===== config.mk =====
export PLATFORM = sky130hd
export DESIGN_NAME = parking_lot_tracker
export DESIGN_NICKNAME = d
export VERILOG_FILES = /design/src/rtl/parking_pkg.sv /design/src/rtl/parking_hour_hist.sv /design/src/rtl/parking_lot_tracker.sv
export SDC_FILE = /design/constraint.sdc
export NUM_CORES = 1
export LEC_CHECK = 0
export CORE_MARGIN = 5
export CORE_UTILIZATION = 41
export DETAILED_ROUTE_END_ITERATION = 16
export HOLD_SLACK_MARGIN = 0.15
export PLACE_DENSITY = 0.81
export RECOVER_POWER = 50
export SYNTH_ARGS = -nofsm -noshare
export SYNTH_HDL_FRONTEND = slang
export SYNTH_SLANG_ARGS = --single-unit

===== constraint.sdc =====
create_clock -name clk -period 6.9 [get_ports clk]
set_clock_uncertainty 0.15 [all_clocks]
set_input_delay 0.69 -clock clk [delete_from_list [all_inputs] [get_ports clk]]
set_output_delay 0.69 -clock clk [all_outputs]
set_load 0.03 [all_outputs]

===== src/rtl/parking_pkg.sv =====
// parking_pkg: shared rush-episode state type and saturating increment helper.
package parking_pkg;

    typedef enum logic [1:0] {IDLE, RUSH, ENDED} rush_state_t;

    function automatic logic [31:0] sat_inc(input logic [31:0] v, input logic [31:0] lim);
        return (v >= lim) ? v : v + 32'd1;
    endfunction

endpackage


===== src/rtl/parking_hour_hist.sv =====
// parking_hour_hist: per-hour saturating entry counters with combinational read port.
module parking_hour_hist
    import parking_pkg::*;
#(
    parameter int HOUR_W  = 3,
    parameter int TOTAL_W = 4
) (
    input  logic               clk,
    input  logic               reset,
    input  logic               inc,
    input  logic [HOUR_W-1:0]  hour,
    input  logic [HOUR_W-1:0]  hist_sel,
    output logic [TOTAL_W-1:0] hist_count
);

    localparam int NUM_HOURS = 2 ** HOUR_W;
    localparam logic [31:0] LIM = 32'((64'd1 << TOTAL_W) - 64'd1);

    logic [TOTAL_W-1:0] cnt [NUM_HOURS];

    always_ff @(posedge clk or posedge reset) begin
        if (reset) begin
            for (int i = 0; i < NUM_HOURS; i++) cnt[i] <= '0;
        end else if (inc) begin
            cnt[hour] <= TOTAL_W'(sat_inc(32'(cnt[hour]), LIM));
        end
    end

    assign hist_count = cnt[hist_sel];

endmodule


===== src/rtl/parking_lot_tracker.sv =====
// parking_lot_tracker: gate arbitration, occupancy, entry totals and rush-episode tracking.
// Optional per-hour entry histogram built when PARKING_HOURLY_HIST_EN is defined.
module parking_lot_tracker
    import parking_pkg::*;
#(
    parameter int CAPACITY   = 3,
    parameter int HOUR_W     = 3,
    parameter int TOTAL_W    = 4,
    parameter int MULTI_RUSH = 0,
    parameter int RCNT_W     = 3,
    localparam int OCC_W     = $clog2(CAPACITY + 1)
) (
    input  logic               clk,
    input  logic               reset,
    input  logic               entry_req,
    input  logic               exit_req,
    input  logic [HOUR_W-1:0]  hour,
    output logic [OCC_W-1:0]   occupancy,
    output logic               full,
    output logic               empty,
    output logic               entry_ack,
    output logic               exit_ack,
    output logic [TOTAL_W-1:0] total_entries,
    output logic               total_sat,
    output logic               rush_active,
    output logic               rush_done,
    output logic [HOUR_W-1:0]  rush_start_hour,
    output logic [HOUR_W-1:0]  rush_end_hour,
    output logic [RCNT_W-1:0]  rush_count,
    input  logic [HOUR_W-1:0]  hist_sel,
    output logic [TOTAL_W-1:0] hist_count
);

    localparam logic [OCC_W-1:0] CAP = OCC_W'(CAPACITY);
    localparam logic [31:0] TOT_LIM  = 32'((64'd1 << TOTAL_W) - 64'd1);
    localparam logic [31:0] RCNT_LIM = 32'((64'd1 << RCNT_W) - 64'd1);

    rush_state_t      state, state_next;
    logic [OCC_W-1:0] occ_next;
    logic             start_cap, end_cap;

    assign full      = occupancy == CAP;
    assign empty     = occupancy == '0;
    assign exit_ack  = exit_req & !empty;
    // A departing car frees its space in the same cycle, so a full lot still admits a paired entry.
    assign entry_ack = entry_req & (!full | exit_ack);
    assign total_sat = &total_entries;
    assign rush_active = state == RUSH;
    assign rush_done   = state == ENDED;

    always_comb begin
        occ_next   = (entry_ack & !exit_ack) ? occupancy + OCC_W'(1) :
                     (exit_ack & !entry_ack) ? occupancy - OCC_W'(1) : occupancy;
        start_cap  = occ_next == CAP && (state == IDLE || (MULTI_RUSH != 0 && state == ENDED));
        end_cap    = state == RUSH && occ_next == '0;
        state_next = start_cap ? RUSH : end_cap ? ENDED : state;
    end

    always_ff @(posedge clk or posedge reset) begin
        if (reset) begin
            state           <= IDLE;
            occupancy       <= '0;
            total_entries   <= '0;
            rush_start_hour <= '0;
            rush_end_hour   <= '0;
            rush_count      <= '0;
        end else begin
            state     <= state_next;
            occupancy <= occ_next;
            if (entry_ack) total_entries <= TOTAL_W'(sat_inc(32'(total_entries), TOT_LIM));
            if (start_cap) begin
                rush_start_hour <= hour;
                rush_count      <= RCNT_W'(sat_inc(32'(rush_count), RCNT_LIM));
            end
            if (end_cap) rush_end_hour <= hour;
        end
    end

`ifdef PARKING_HOURLY_HIST_EN
    parking_hour_hist #(
        .HOUR_W (HOUR_W),
        .TOTAL_W(TOTAL_W)
    ) u_hist (
        .clk       (clk),
        .reset     (reset),
        .inc       (entry_ack),
        .hour      (hour),
        .hist_sel  (hist_sel),
        .hist_count(hist_count)
    );
`else
    logic unused_hist_sel;
    assign unused_hist_sel = ^hist_sel;
    assign hist_count      = '0;
`endif

endmodule


# Yosys cells after proc, flatten, opt, wreduce, memory -nomap -nowiden
# Index checks and enable logic that the tools add are counted.
[word_totals]
reg_bits = 17
in_bits = 10
out_inout_bits = 26
word_cells = 40
[op_classes]
n_addsub = 4
magnitude_cmp = 2
eq_ne = 4
muxes = 4
bitwise = 7
reduce_logical = 13
[op_table]
columns = ["cell", "n"]
rows = [
  ["2-bit two-way mux", 4],
  ["2-bit equality test, second input constant", 3],
  ["2-bit logical NOT", 3],
  ["4-bit by 1-bit adder with 4-bit output, second input constant", 1],
  ["1-bit AND", 4],
  ["4-bit greater-or-equal comparator, second input constant", 1],
  ["1-bit logical NOT", 4],
  ["2-bit AND reduction", 2],
  ["4-bit AND reduction", 1],
  ["3-bit by 1-bit adder with 3-bit output, second input constant", 1],
  ["3-bit greater-or-equal comparator, second input constant", 1],
  ["2-bit by 1-bit adder with 2-bit output, second input constant", 1],
  ["2-bit by 1-bit equality test with 1-bit output, second input constant", 1],
  ["1-bit logical AND", 2],
  ["1-bit NOT", 2],
  ["2-bit nonzero test", 1],
  ["2-bit by 1-bit subtractor with 2-bit output, second input constant", 1],
  ["1-bit bitwise OR", 1],
]

# Longest topological paths before layout
[depth]
word_depth = 13
ltp_mapped = 11
depth_no_buf = 9

# Worst setup path before layout
# No wires, ideal clock.
[synth_timing]
path_type = "register -> output"
startpoint = "reg occupancy[0]"
endpoint = "out entry_ack"
t_arrival_ns = 1.994
t_required_ns = 6.060
setup_slack_ns = 4.066
path_stages_with_launch = 7
n_path_buf = 1
cell_sequence = "dfrtp_1 > inv_1 > ha_1 > nor2b_4 > buf_6 > and2b_1 > nor2_1"
[synth_via]
elab_chain_len = 5
word_cells_on_any_way = 7
classes_between = "eq/ne (1); bitwise (3); reduce/logical (3)"
[synth_lines]
columns = ["item", "line_no", "text"]
rows = [
  ["start, declared", "parking_lot_tracker.sv:18", "output logic [OCC_W-1:0] occupancy,"],
  ["start signal, assigned", "parking_lot_tracker.sv:69", "occupancy <= occ_next;"],
  ["2-bit logical NOT", "parking_lot_tracker.sv:43", "assign empty = occupancy == '0;"],
  ["via empty", "parking_lot_tracker.sv:20", "output logic empty,"],
  ["1-bit logical NOT", "parking_lot_tracker.sv:44", "assign exit_ack = exit_req & !empty;"],
  ["1-bit AND", "parking_lot_tracker.sv:44", ""],
  ["via exit_ack", "parking_lot_tracker.sv:22", "output logic exit_ack,"],
  ["1-bit bitwise OR", "parking_lot_tracker.sv:46", "assign entry_ack = entry_req & (!full | exit_ack);"],
  ["1-bit AND", "parking_lot_tracker.sv:46", ""],
  ["end, declared", "parking_lot_tracker.sv:21", "output logic entry_ack,"],
]
# The timed path passes the listed nets, and every way through them passes these cells.

# Worst setup path after layout
[layout_timing]
startpoint = "in exit_req"
endpoint = "out entry_ack"
[layout_via]
elab_chain_len = 3
[layout_lines]
columns = ["item", "line_no", "text"]
rows = [
  ["start, declared", "parking_lot_tracker.sv:16", "input logic exit_req,"],
  ["1-bit AND", "parking_lot_tracker.sv:44", ""],
  ["1-bit bitwise OR", "parking_lot_tracker.sv:46", ""],
  ["1-bit AND", "parking_lot_tracker.sv:46", ""],
]
# Every way passes these cells.

==> reports/qor.yml <==
status:
  status: "complete, no violations"
detailed_routing:
  wl_met2_um: 894
  dr.max_layer_used: "met4"
  drc: 0
  met1Wirelength_um: 765
  ant_nets: 0
  route.met3.wl_um: 133
  wl_per_cell_um: 12.6
  drtIter0Drc: 12
  finalWirelength_um: 1800
  dr.pass1.iters: 4
  routed_via_density: 5.09
  route.vias.total: 728
power:
  intPower_uw: 313
  power_density_mw_per_mm2: 470
  p_sw_share_pct: 46.6
  ir_worst_vdd_uv: 290
  leakage_uw: 0.000549
  power_frac_seq_pct: 30.9
  clkPwrFrac_pct: 8.7
  combPwrFrac_pct: 60.4
  p_sw_uw: 272
sta:
  slew_viol_final: 0
  slew-limit-headroom_pct: 57.7
  period_share_pct: 53.0
  rsz0062_at_grt: "no"
  fmax_mhz: 273
  fin_setup_tns_ns: 0
  period_minus_slack_ns: 3.66
  whs_ns: 0.338
  setup_viol: 0
  tightest_slew_ns: 0.634
  hold_viol: 0
synth:
  synth_cell_types: 34
  synth_cells: 86
  synth_top_area_cell: "dfrtp_1"
  synth_area_per_cell_um2: 11.1
  synth_area_leaders: "dfrtp_1 (44%), ha_1 (6.5%), mux2_2 (4.7%), mux2_1 (3.5%), buf_4 (3.1%)"
  synth_most_common_cell: "dfrtp_1"
  synth_common_cells: "dfrtp_1 (17), nand2_1 (8), nor2_1 (6)"
  synth_area_um2: 957
  synthArstFlopShare_pct: 100
  yosysTopAreaCellShare_pct: 44.4
  synth_edf_count: 0
  synth-main-ff-cell: "dfrtp_1"
  yosys_warnings: 0
  yosysSeqAreaShare_pct: 44.4
  synth-seq-cells: 17
grt:
  track_usage_pct: 12.0
  grt_antenna_before_repair: 0
  grt_pass1_vias: 715
  grt_start_max_net_pins: 18
  grt-ovfl-total: 0
  grt_pass1_wl_um: 3230
clocking:
  cts-buffers-inserted: 3
  ctsHoldBuffers: 0
  clock-sinks: 17
  cts_resized: 0
  cts.htree.levels: 1
  clk_pin_slew_ns: 0.10
  clockRootBuffer: "clkbuf_4"
  cts_tree: "yes"
  clockBufferDepth: 2
  postCtsSetupBuffers: 0
  clkLatencyLatePin_ns: 0.29
worst_setup_path:
  required_ns: 6.06
  r2r_end: "rush_start_hour[0]$_DFFE_PP0P_"
  reg2reg_depth: 7
  end_kind: "primary output"
  cpPeakStageDelay_ns: 0.70
  crit_start: "exit_req"
  crit_end: "entry_ack"
  start_kind: "input pin"
  crit_chain: "dlygate4sd3_1, nor2b_1, and2b_1, nor2_1, clkdlybuf4s50_1"
  r2r_setup_slack_ns: 4.24
  r2r-start: "occupancy[0]$_DFF_PP0_"
  cp_data_arrival_time_ns: 2.82
  cp_slowest_cell: "clkdlybuf4s50_1"
  cp_num_buf_inv: 2
  path_depth: 5
  path_delay_family: "buffers and inverters"
  critPathKind: "in2out"
  critical_path.max_fanout: 7
final_layout:
  drive_gt1_share_pct: 10.4
  n_antenna_cell: 0
  synthToLayoutAreaGrowth_pct: 29.9
  fin_nets: 131
die:
  die_x_um: 58.3
  start_util_pct: 43.3
  floorplan.die.height_um: 58.3
  placementRows: 17
  core_area_mm2: 0.00221
  die-area_mm2: 0.00340
  pin_count: 36
hold_path:
  hold_class: "reg2reg"
  hold_depth: 1
placement:
  portBuffers: 28
  dp_hpwl_um: 1450
  gp_congestion: 0.789
run:
  cap_viol_max_count: 0
==> flip-flops by register name (all words and copies together) (netlist names) <==
register and count:
total_entries 4, occupancy 2, rush_start_hour 3, rush_end_hour 3
state 2, rush_count 3
==> cell usage in the layout (no fill, tap or decap), drive strengths merged <==
master         count
nand3              2
nand2b             1
and3               1
o21ai              5
a21oi              2
xnor2              2
nand2              8
nor4               1
mux2i              1
o31ai              1
clkbuf             3
mux2               7
o21a               1
a22o               2
clkdlybuf4s50     19
o2bb2ai            1
or3                1
a21o               1
ha                 5
dfrtp             17
nor4b              1
conb               4
and4b              1
clkinv             1
nand3b             1
nor2b              3
xor2               1
and2b              1
o31a               1
dlygate4sd3        9
inv                5
nor2               6
==> worst min-delay path by stage <==
stage,start,to
2_1_floorplan,state[1]$_DFFE_PP0P_,state[1]$_DFFE_PP0P_
3_3_place_gp,rush_start_hour[1]$_DFFE_PP0P_,rush_start_hour[1]$_DFFE_PP0P_
3_5_place_dp,rush_start_hour[2]$_DFFE_PP0P_,rush_start_hour[2]$_DFFE_PP0P_
4_1_cts,rush_start_hour[2]$_DFFE_PP0P_,rush_start_hour[2]$_DFFE_PP0P_
5_1_grt,rush_start_hour[2]$_DFFE_PP0P_,rush_start_hour[2]$_DFFE_PP0P_
6_report,rush_start_hour[2]$_DFFE_PP0P_,rush_start_hour[2]$_DFFE_PP0P_
==> power by group through the flow <==
stage / clock [uW] / combinational [uW] / sequential [uW]
detailed placement: 0 / 371 / 185
floorplan: 0 / 159 / 262
finish: 51.0 / 353 / 181
CTS: 53.7 / 373 / 183
global placement: 0 / 363 / 182
global route: 57.6 / 381 / 189
==> stage by stage <==
step                      cell area [um^2]  utilization, %  total power, uW  worst slack [ns]  cells
after global routing                  1240            56.2              628              3.13    143
after global placement                1230            55.7              544              3.60    139
after detailed placement              1230            55.7              556              3.56    139
final                                 1240            56.2              585              3.24    143
after floorplan                        968               -              421              4.07     89
after CTS                             1260            56.9              610              3.56    143
==> cells by family (layout without fill, tap and decap cells) <==
logic type,count (synthesis),after routing,synth area share [%]
multiplexers,8,8,10.6
adder cells (fa/ha/maj),5,5,6.54
other,1,4,0.392
flip-flops,17,17,44.4
AO/OA/AOI/OAI,14,14,9.67
buffers and inverters,11,37,7.45
AND/OR/NAND/NOR,27,27,17.4
XOR/XNOR,3,3,3.53
==> per-layer routing <==
metal / global-route usage (%) / vias up
met5: 0 / -
met1: 15.1 / 347
met4: 2.98 / 0
met2: 21.1 / 30
met3: 2.41 / 2
li1: - / 349
==> final cells by class <==
| type | instances | area [um^2] |
|---|---|---|
| multi-input cells | 61 | 457 |
| well taps | 28 | 35.0 |
| clock inverters | 1 | 5.00 |
| fillers | 204 | 968 |
| clock buffers | 3 | 22.5 |
| flip-flops and latches | 17 | 425 |
| repair buffers | 28 | 280 |
| inverters | 5 | 18.8 |
==> worst register-to-register path, stage by stage, from the launching register on <==
cell	delay (ns)
dfrtp_1	0.46
inv_1	0.07
ha_1	0.22
nor2b_1	0.44
mux2i_4	0.33
xnor2_1	0.16
nor4b_4	0.37
mux2_1	0.35
(Power assumes the default switching activity.)
